===== config.mk =====
export PLATFORM = sky130hd
export DESIGN_NAME = alu_mc
export DESIGN_NICKNAME = d
export VERILOG_FILES = /design/src/rtl/alu_pkg.sv /design/src/rtl/alu_div_iter.sv /design/src/rtl/alu_mc.sv
export SDC_FILE = /design/constraint.sdc
export NUM_CORES = 1
export LEC_CHECK = 0
export ABC_AREA = 1
export CAP_MARGIN = 10
export CORE_ASPECT_RATIO = 2
export CORE_MARGIN = 8
export CORE_UTILIZATION = 60
export DETAILED_ROUTE_END_ITERATION = 10
export PLACE_DENSITY = 0.79
export SYNTH_ARGS = -nofsm -noshare
export SYNTH_HDL_FRONTEND = slang
export SYNTH_SLANG_ARGS = --single-unit
export TNS_END_PERCENT = 20

===== constraint.sdc =====
create_clock -name i_clk -period 23.1 [get_ports i_clk]
set_clock_uncertainty 0.15 [all_clocks]
set_input_delay 3.465 -clock i_clk [delete_from_list [all_inputs] [get_ports i_clk]]
set_output_delay 3.465 -clock i_clk [all_outputs]
set_load 0.05 [all_outputs]

===== src/rtl/alu_pkg.sv =====
// alu_pkg: shared types and helpers for the multi-cycle ALU.
//   alu_op_e        4-bit opcode; encodings 8..15 are illegal
//   alu_mc_state_e  control FSM states of alu_mc
//   alu_is_div()    true for the ops that use the iterative divider
package alu_pkg;

  localparam int unsigned ALU_OP_W = 4;

  typedef enum logic [ALU_OP_W-1:0] {
    OP_ADD = 4'd0,
    OP_SUB = 4'd1,
    OP_AND = 4'd2,
    OP_OR  = 4'd3,
    OP_XOR = 4'd4,
    OP_MUL = 4'd5,
    OP_DIV = 4'd6,
    OP_REM = 4'd7
  } alu_op_e;

  typedef enum logic {
    IDLE     = 1'b0,
    DIV_BUSY = 1'b1
  } alu_mc_state_e;

  // Ops that need the iterative divider (when it is built in).
  function automatic logic alu_is_div(alu_op_e op);
    return (op == OP_DIV) || (op == OP_REM);
  endfunction

endpackage


===== src/rtl/alu_div_iter.sv =====
// alu_div_iter: unsigned restoring divider, one quotient bit per cycle, MSB first.
//   clk, rst          clock and synchronous active-high reset
//   start             load dividend/divisor and begin DATA_WIDTH iterations
//   hold              freeze on the final iteration (result not yet takeable)
//   dividend, divisor operands, sampled only on start (divisor must be nonzero)
//   done              final iteration is being performed this cycle
//   quotient          quotient after the current iteration (valid when done)
//   remainder         remainder after the current iteration (valid when done)
module alu_div_iter #(
  parameter int unsigned DATA_WIDTH = 32
) (
  input  logic                  clk,
  input  logic                  rst,
  input  logic                  start,
  input  logic                  hold,
  input  logic [DATA_WIDTH-1:0] dividend,
  input  logic [DATA_WIDTH-1:0] divisor,
  output logic                  done,
  output logic [DATA_WIDTH-1:0] quotient,
  output logic [DATA_WIDTH-1:0] remainder
);

  localparam int unsigned CNT_W = $clog2(DATA_WIDTH) + 1;

  logic [DATA_WIDTH-1:0] rem_q;
  logic [DATA_WIDTH-1:0] quo_q;   // dividend bits shift out the top, quotient bits in the bottom
  logic [DATA_WIDTH-1:0] dvs_q;
  logic [CNT_W-1:0]      cnt_q;   // iterations still to run; 0 = idle

  logic [DATA_WIDTH:0]   shifted;
  logic [DATA_WIDTH:0]   diff;
  logic [DATA_WIDTH-1:0] rem_n;
  logic [DATA_WIDTH-1:0] quo_n;

  // One restoring step: shift in next dividend bit, trial-subtract the divisor.
  always_comb begin
    shifted = {rem_q, quo_q[DATA_WIDTH-1]};
    diff    = shifted - {1'b0, dvs_q};
    if (diff[DATA_WIDTH]) begin
      rem_n = shifted[DATA_WIDTH-1:0];
      quo_n = {quo_q[DATA_WIDTH-2:0], 1'b0};
    end else begin
      rem_n = diff[DATA_WIDTH-1:0];
      quo_n = {quo_q[DATA_WIDTH-2:0], 1'b1};
    end
  end

  assign done      = (cnt_q == CNT_W'(1));
  assign quotient  = quo_n;
  assign remainder = rem_n;

  always_ff @(posedge clk) begin
    if (rst) begin
      rem_q <= '0;
      quo_q <= '0;
      dvs_q <= '0;
      cnt_q <= '0;
    end else if (start) begin
      rem_q <= '0;
      quo_q <= dividend;
      dvs_q <= divisor;
      cnt_q <= CNT_W'(DATA_WIDTH);
    end else if ((cnt_q != '0) && !(done && hold)) begin
      rem_q <= rem_n;
      quo_q <= quo_n;
      cnt_q <= cnt_q - CNT_W'(1);
    end
  end

endmodule


===== src/rtl/alu_mc.sv =====
// alu_mc: multi-cycle handshaked ALU with registered result.
//   Optional divider: define ALU_MC_DIV_EN to build DIV/REM support; without
//   it DIV/REM are treated as illegal ops and the FSM stays in IDLE.
//   i_clk, i_rst      clock, synchronous active-high reset
//   i_valid/o_ready   request handshake; i_op, i_elemA, i_elemB captured on accept
//   o_valid/i_ready   result handshake; o_output, o_zero, o_err held until taken
module alu_mc
  import alu_pkg::*;
#(
  parameter int unsigned DATA_WIDTH = 32
) (
  input  logic                  i_clk,
  input  logic                  i_rst,
  input  logic                  i_valid,
  output logic                  o_ready,
  input  alu_op_e               i_op,
  input  logic [DATA_WIDTH-1:0] i_elemA,
  input  logic [DATA_WIDTH-1:0] i_elemB,
  output logic                  o_valid,
  input  logic                  i_ready,
  output logic [DATA_WIDTH-1:0] o_output,
  output logic                  o_zero,
  output logic                  o_err
);

  alu_mc_state_e         state;
  logic                  out_free;   // result register may be (re)loaded this edge
  logic                  accept;
  logic [DATA_WIDTH-1:0] sc_result;
  logic                  sc_err;
  logic                  div_req;    // accepted op must go to the divider

  assign out_free = !o_valid || i_ready;
  assign o_ready  = !i_rst && (state == IDLE) && out_free;
  assign accept   = i_valid && o_ready;

  // Single-cycle datapath, including divide-by-zero and illegal-op results.
  always_comb begin
    sc_result = '0;
    sc_err    = 1'b0;
    div_req   = 1'b0;
    case (i_op)
      OP_ADD: sc_result = i_elemA + i_elemB;
      OP_SUB: sc_result = i_elemA - i_elemB;
      OP_AND: sc_result = i_elemA & i_elemB;
      OP_OR:  sc_result = i_elemA | i_elemB;
      OP_XOR: sc_result = i_elemA ^ i_elemB;
      OP_MUL: sc_result = i_elemA * i_elemB;
`ifdef ALU_MC_DIV_EN
      OP_DIV, OP_REM: begin
        if (i_elemB == '0) begin
          sc_result = (i_op == OP_DIV) ? '1 : i_elemA;
          sc_err    = 1'b1;
        end else begin
          div_req = alu_is_div(i_op);
        end
      end
`endif
      default: begin
        sc_result = '0;
        sc_err    = 1'b1;
      end
    endcase
  end

`ifdef ALU_MC_DIV_EN
  logic                  div_done;
  logic                  is_rem;
  logic [DATA_WIDTH-1:0] div_quo;
  logic [DATA_WIDTH-1:0] div_rem;
  logic [DATA_WIDTH-1:0] div_result;

  alu_div_iter #(
    .DATA_WIDTH (DATA_WIDTH)
  ) u_div (
    .clk       (i_clk),
    .rst       (i_rst),
    .start     (accept && div_req),
    .hold      (!out_free),
    .dividend  (i_elemA),
    .divisor   (i_elemB),
    .done      (div_done),
    .quotient  (div_quo),
    .remainder (div_rem)
  );

  assign div_result = is_rem ? div_rem : div_quo;
`endif

  // Control FSM and result register.
  always_ff @(posedge i_clk) begin
    if (i_rst) begin
      state    <= IDLE;
      o_valid  <= 1'b0;
      o_output <= '0;
      o_zero   <= 1'b0;
      o_err    <= 1'b0;
`ifdef ALU_MC_DIV_EN
      is_rem   <= 1'b0;
`endif
    end else begin
      if (o_valid && i_ready) begin
        o_valid <= 1'b0;
      end
      case (state)
        IDLE: begin
          if (accept) begin
            if (div_req) begin
              state <= DIV_BUSY;
`ifdef ALU_MC_DIV_EN
              is_rem <= (i_op == OP_REM);
`endif
            end else begin
              o_valid  <= 1'b1;
              o_output <= sc_result;
              o_zero   <= (sc_result == '0);
              o_err    <= sc_err;
            end
          end
        end
`ifdef ALU_MC_DIV_EN
        // Final iteration loads the result; stalls here if the old one is unconsumed.
        DIV_BUSY: begin
          if (div_done && out_free) begin
            state    <= IDLE;
            o_valid  <= 1'b1;
            o_output <= div_result;
            o_zero   <= (div_result == '0);
            o_err    <= 1'b0;
          end
        end
`endif
        default: state <= IDLE;
      endcase
    end
  end

endmodule


# Word-level counts from Yosys, hierarchy flattened
# Index checks and enable logic that the tools add are counted.
# totals
register_bits	35
out_inout_bits	36
# op_classes
addsub	2
multipliers	1
n_eq_ne	5
muxes	4
bitwise	3
n_reduce_logical	10
# op_table
cell	count
one-hot mux 32 bit (6 select lines)	1
adder 32 bit	1
bitwise AND 32 bit	1
logical NOT 32 bit	1
multiplier 32 x 32 -> 32 bit	1
bitwise OR 32 bit	1
subtractor 32 bit	1
XOR 32 bit	1
equality test 4 x 2 -> 1 bit, second input constant	2
equality test 4 x 3 -> 1 bit, second input constant	2
OR reduction 6 bit	1
equality test 4 x 1 -> 1 bit, second input constant	1
logical NOT 4 bit	1
logical AND 1 bit	3
2-to-1 mux 1 bit	3
logical NOT 1 bit	2
nonzero test 2 bit	1
logical OR 1 bit	1

# Depth between registers and ports, before layout
# Gate-level depths: netlist of run 1.
# depth
ltp_word	5
ltp_mapped	35
depth_no_buf	33

# Least setup slack after synthesis of run 1
# Ideal clock, no wire load.
# synth_path
kind	input to register
from	input port i_elemB[5]
to	register o_zero
setup_time_ps	66
arrival_ps	9894
required_time_ps	22884
path_slack_ps	12990
cell_stages	32
path_buffers	2
cell_sequence	clkbuf_1 > buf_1 > nand2_1 > inv_1 > fa_1 > fa_1 > fa_1 > inv_1 > fa_1 > inv_1 > fa_1 > inv_1 > fa_1 > inv_1 > fa_1 > fa_1 > ha_1 > nand2_1 > nor4_1 > nand2_1 > nand2_1 > a21o_1 > nand2_1 > nand2_2 > nand2_1 > nand2_1 > nand2_1 > nand3_1 > o211ai_1 > nor2_2 > nand3_1 > a21oi_2
# synth_via
elab_chain_cells	3
word_cells_on_any_way	8
classes_between	add/sub (2); mul (1); mux (1); bitwise (3); reduce/logical (1)
# synth_lines
item	line	source
start: declaration	alu_mc.sv:18	input logic [DATA_WIDTH-1:0] i_elemB,
multiplier 32 x 32 -> 32 bit (tied with other cells)	alu_mc.sv:48	OP_MUL: sc_result = i_elemA * i_elemB;
one-hot mux 32 bit (6 select lines) *	alu_mc.sv:42	case (i_op)
logical NOT 32 bit *	alu_mc.sv:116	o_zero <= (sc_result == '0);
end signal: assignment	alu_mc.sv:116	
end: declaration	alu_mc.sv:22	output logic o_zero,
# Mark *: on every way between the ends. The rest lies on a longest branch, timed or not.
# A chain may end at the register's enable or synchronous reset.

# Worst setup path after layout of run 1
# layout_path
from	input port i_elemA[17]
to	register o_zero
# layout_via
elab_chain_cells	3
word_cells_on_any_way	8
classes_between	add/sub (2); mul (1); mux (1); bitwise (3); reduce/logical (1)
# layout_lines
item	line	source
start: declaration	alu_mc.sv:17	input logic [DATA_WIDTH-1:0] i_elemA,
multiplier 32 x 32 -> 32 bit (tied with other cells)	alu_mc.sv:48	
one-hot mux 32 bit (6 select lines) *	alu_mc.sv:42	
logical NOT 32 bit *	alu_mc.sv:116	
# Marks and branches as above.

==> results of run 1 <==
cells in the mapped netlist (9+ instances only):
| master | instances | area share |
|---|---|---|
| ha_1 | 219 | 0.12 |
| o21ai_0 | 76 | 0.017 |
| dfxtp_1 | 35 | 0.031 |
| nand2_1 | 905 | 0.15 |
| a221oi_1 | 18 | 0.0069 |
| buf_1 | 30 | 0.0049 |
| nor2_1 | 155 | 0.025 |
| nand3b_1 | 20 | 0.0066 |
| xor2_1 | 41 | 0.016 |
| fa_1 | 409 | 0.36 |
| a21oi_1 | 77 | 0.017 |
| inv_1 | 904 | 0.15 |
| buf_2 | 32 | 0.0070 |
| nand3_1 | 153 | 0.033 |
| xnor2_1 | 10 | 0.0038 |
| nand4_1 | 28 | 0.0077 |
| a31oi_1 | 11 | 0.0030 |
| clkbuf_1 | 72 | 0.012 |
| inv_2 | 9 | 0.0015 |
| nor3_1 | 19 | 0.0042 |
cells by family after synthesis:
logic type	after synthesis	synth area share
AO/OA/AOI/OAI	225	0.0576
XOR/XNOR	51	0.0195
adder cells (fa/ha/maj)	628	0.478
buffers and inverters	1051	0.175
flip-flops	35	0.0306
AND/OR/NAND/NOR	1323	0.240
through the flow:
| stage | instance area [sq um] | hold WS, ns | util | cells |
|---|---|---|---|---|
| after global routing | 24400 | 0.356 | 0.647 | 3798 |
| after floorplan | 22900 | 0.539 | - | 3313 |
| final | 24400 | 0.325 | 0.647 | 3799 |
| after detailed placement | 24300 | 0.311 | 0.643 | 3790 |
| after CTS | 24400 | 0.328 | 0.647 | 3798 |
| after global placement | 24300 | 0.310 | 0.643 | 3790 |
area by class of cell:
cell class	count	area [sq um]
clock inverter	1	7.51
sequential	35	701
clock buffer	7	153
fill	3286	13300
timing repair buffer	152	1410
multi-input combinational	2227	18200
antenna	1	2.50
tap	463	579
inverter	913	3430
sequential cells by signal, summed over array words and instances, names as in the netlist:
name and count:
o_err 1, o_output 32, o_valid 1, o_zero 1
final timing paths:
path                               endpoint  slack [ns]
setup / recovery        o_zero$_SDFFE_PP0P_       11.59
hold / removal    o_output[21]$_SDFFE_PP0P_        0.33
setup reg to reg        o_zero$_SDFFE_PP0P_       20.13
hold reg to reg   o_output[21]$_SDFFE_PP0P_        0.33
metal layers:
layer | vias to the layer above | share of wire | GRT usage
met5 | - | 0.00015 | 0
met3 | 501 | 0.081 | 0.0746
li1 | 9707 | - | -
met1 | 10545 | 0.31 | 0.395
met4 | 2 | 0.099 | 0.329
met2 | 1336 | 0.51 | 0.708
worst min-delay path, cell delays in order (launching register included):
cell and delay (ns):
dfxtp_1 0.31, nand3_1 0.07, nand2_1 0.05
==> flow_summary.json, run 1 <==
{
  "rr_startpoint": "o_valid$_SDFFE_PP0P_",
  "slew_headroom": 0.173,
  "worstSetupPathType": "primary input to register",
  "dieArea_sq_um": 45000,
  "critPathTopFamily": "adder cells",
  "hold_start": "o_output[21]$_SDFFE_PP0P_",
  "via_per_inst": 5.81,
  "required_ns": 23.19,
  "io_buffers": 107,
  "synth_edf_count": 0,
  "cts_max_path_buffers": 2,
  "status": "complete, no violations",
  "maxCapViolations": 0,
  "finalSetupViolations": 0,
  "cts_resized": 0,
  "die_x_um": 154,
  "route.vias.total": 22091,
  "crit_fanout": 18,
  "synthCells": 3313,
  "grt_pass1_wl_um": 134000,
  "firstDrtPassIters": 6,
  "synth_seq_area_share": 0.0306,
  "core-area_sq_um": 37800,
  "syn_area_sq_um": 22900,
  "cp_slowest_stage_delay_ns": 1.16,
  "synth_area_per_cell_sq_um": 6.90,
  "antenna_left": 0,
  "rows": 101,
  "final_cell_mix": "nand2_1 (905), inv_1 (904), fa_1 (409)",
  "crit_path_start": "i_elemA[17]",
  "remaining_drc_errors": 0,
  "syn2layout_area_growth_pct": 6.93,
  "grt_max_degree": 44,
  "layout_commonest_cell": "nand2_1",
  "path_buf_inv": 2,
  "reg2reg_depth": 12,
  "finalMaxSlewViolations": 0,
  "startpoint_type": "primary input",
  "clockRootBuffer": "clkbuf_16",
  "ys_types": 51,
  "chipHeight_um": 292,
  "grt_pass1_vias": 24110,
  "post_cts_buffers": 0,
  "drt_wl_total_um": 88400,
  "layout.nets": 4034,
  "worstPathArrival_ns": 11.60,
  "end_kind": "register",
  "boundaryPins": 108,
  "drt_iter0_markers": 1810,
  "gp_congestion": 1.03,
  "setup_tns_ns": 0,
  "synth-main-ff-cell": "dfxtp_1",
  "wl_per_cell_um": 23.3,
  "cts_tree": "done",
  "hold_buffers": 0,
  "cp.depth": 23,
  "synthArstFlopShare": 0,
  "cp_common_cell": "fa_1",
  "rsz0062_at_grt": "no",
  "clkSlewWorstSetupHoldPaths_ns": 0.06,
  "insertion_delay_ns": 0.30,
  "dp_slack_ns": 11.58,
  "track_usage": 0.398,
  "yosysWarnings": 0,
  "worst_hold_path_type": "register to register",
  "setup_slack_ns": 11.59,
  "cts_inserted_buffers": 5,
  "hold_depth": 2,
  "drive_above_1_share": 0.0285,
  "initial_core_util": 0.605,
  "path_cells": "clkdlybuf4s50_1 > nand2_1 > fa_1 > fa_1 > fa_1 > fa_1 > inv_1 > fa_1 > fa_1 > fa_1 > fa_1 > ha_1 > nand2_1 > nor2_1 > a211oi_1 > nand2_2 > nand2_1 > nand3_1 > nand3_1 > o211ai_1 > nor2_2 > nand3_1 > a21oi_2",
  "yosys_register_bits": 35,
  "worst_path_max_delay_cell": "clkdlybuf4s50_1",
  "hpwlAfterDp_um": 69900,
  "syn-num-nets": 4013,
  "htree_levels": 2,
  "worst_pin_slew_ns": 1.24,
  "overflow": 0,
  "hold_viol": 0,
  "antenna_found_initial": 2,
  "cts_num_sinks": 35,
  "timing.final.crit_share": 0.498,
  "period_minus_slack_ns": 11.51,
  "max_freq_mhz": 86.9
}
Power of run 1 is left out: the tool's default activity adds up to more than one toggle a clock period on the data nets, which glitch-free logic cannot reach.
==> inputs of run 2 (changes only) <==
- CORE_UTILIZATION: 60 -> 58
- PLACE_DENSITY: 0.79 -> 0.8
- clock period: 23.1 -> 10.4 ns (I/O delays scaled with it)
==> run 2 against run 1 <==
Against the previous run:
- global-route usage is 3.8 points lower
- first-iteration DRC count is 2.7% higher
- worst hold slack worse by 0.0016 ns
- flip-flop and latch count stayed put
- register-to-register slack worse by 12 ns
- largest cell class unchanged
==> flow_summary.json, run 2 (synthesis gave the netlist of run 1 again) <==
{
  "status": "complete, no violations",
  "antenna_left": 0,
  "io_buffers": 107,
  "route.met3.wl_um": 6310,
  "worstSetupPathType": "primary input to register",
  "boundaryPins": 108,
  "cts_inserted_buffers": 5,
  "timing.final.crit_share": 0.896,
  "largest_register_ffs": 32,
  "drt_wl_total_um": 81700,
  "insertion_delay_ns": 0.28,
  "cts_tree": "done",
  "remaining_drc_errors": 0,
  "dieArea_sq_um": 46400,
  "hpwlAfterDp_um": 67700,
  "layout.nets": 4070,
  "worst_path_max_delay_cell": "clkdlybuf4s50_1",
  "finalSetupViolations": 0,
  "chipHeight_um": 297,
  "cp_slowest_stage_delay_ns": 1.00,
  "wl_met1_um": 28200,
  "finalMaxSlewViolations": 0,
  "top_layer_used": "met4",
  "post_cts_buffers": 0,
  "required_ns": 10.47,
  "wl_per_cell_um": 21.0,
  "grt_max_degree": 44,
  "period_minus_slack_ns": 9.32,
  "core-area_sq_um": 39200,
  "rows": 103,
  "worst_pin_slew_ns": 1.18,
  "grt_pass1_vias": 22974,
  "route.vias.total": 21749,
  "slew_headroom": 0.209,
  "hold_buffers": 0,
  "drive_above_1_share": 0.0389,
  "cts_resized": 0,
  "end_kind": "register",
  "rsz0062_at_grt": "no",
  "clockRootBuffer": "clkbuf_16",
  "top_register": "o_output",
  "maxCapViolations": 0,
  "max_freq_mhz": 107,
  "wl_met2_um": 40300,
  "clkSlewWorstSetupHoldPaths_ns": 0.06,
  "overflow": 0,
  "setup_tns_ns": 0,
  "track_usage": 0.360,
  "firstDrtPassIters": 5,
  "hold_viol": 0,
  "fillers": 3650,
  "final_cell_mix": "nand2_1 (905), inv_1 (904), fa_1 (409)",
  "cp_common_cell": "fa_1",
  "crit_fanout": 11,
  "initial_core_util": 0.584,
  "layout_commonest_cell": "nand2_1",
  "worstPathArrival_ns": 9.39,
  "via_per_inst": 5.58,
  "ff_latch_area_sq_um": 701,
  "gp_congestion": 1.05,
  "drt_iter0_markers": 1858,
  "cts_num_sinks": 35,
  "startpoint_type": "primary input",
  "htree_levels": 2,
  "worst_hold_path_type": "register to register",
  "multi_input_area_sq_um": 18200,
  "die_x_um": 156,
  "cts_max_path_buffers": 2,
  "grt_pass1_wl_um": 127000,
  "syn2layout_area_growth_pct": 8.52,
  "antenna_found_initial": 0
}
## run 2: path summary, 6_finish.rpt
check	from	cells past startpoint	end	slack, ns
worst max-delay path	i_elemA[8]	29	o_zero$_SDFFE_PP0P_	1.08
worst min-delay path	o_output[19]$_SDFFE_PP0P_	2	o_output[19]$_SDFFE_PP0P_	0.32
worst max register to register	o_valid$_SDFFE_PP0P_	12	o_zero$_SDFFE_PP0P_	8.12
worst min register to register	o_output[19]$_SDFFE_PP0P_	2	o_output[19]$_SDFFE_PP0P_	0.32
## run 2: per-layer routing
metal / vias up / track usage
met5: - / 0
met1: 10480 / 0.404
li1: 9805 / -
met3: 364 / 0.0515
met2: 1100 / 0.618
met4: 0 / 0.242
## run 2: critical path: cells and delay by family
kind	cells	cell delay (ns)
AND/OR/NAND/NOR	11	1.26
AO/OA/AOI/OAI	3	0.52
buffers and inverters	6	1.64
adder cells (fa/ha/maj)	9	4.41
## run 2: final cells by class
class                   instances  area share
diodes                          1    0.000101
clock buffers                   6     0.00560
clock inverters                 2    0.000656
inverters                     913       0.138
multi-input cells            2227       0.732
flip-flops and latches         35      0.0282
well taps                     525      0.0265
repair buffers                188      0.0685
## run 2: per-stage QoR
| stage | instance area, sq um | utilization | hold WS [ns] | setup WS [ns] | std cells |
|---|---|---|---|---|---|
| floorplan | 22900 | - | 0.539 | 2.20 | 3313 |
| global placement | 24600 | 0.629 | 0.311 | 0.861 | 3887 |
| detailed placement | 24600 | 0.629 | 0.318 | 0.808 | 3887 |
| CTS | 24800 | 0.633 | 0.326 | 1.12 | 3895 |
| global route | 24800 | 0.633 | 0.332 | 0.678 | 3896 |
| finish | 24800 | 0.633 | 0.324 | 1.08 | 3897 |
Power of run 2 is left out for the same reason.
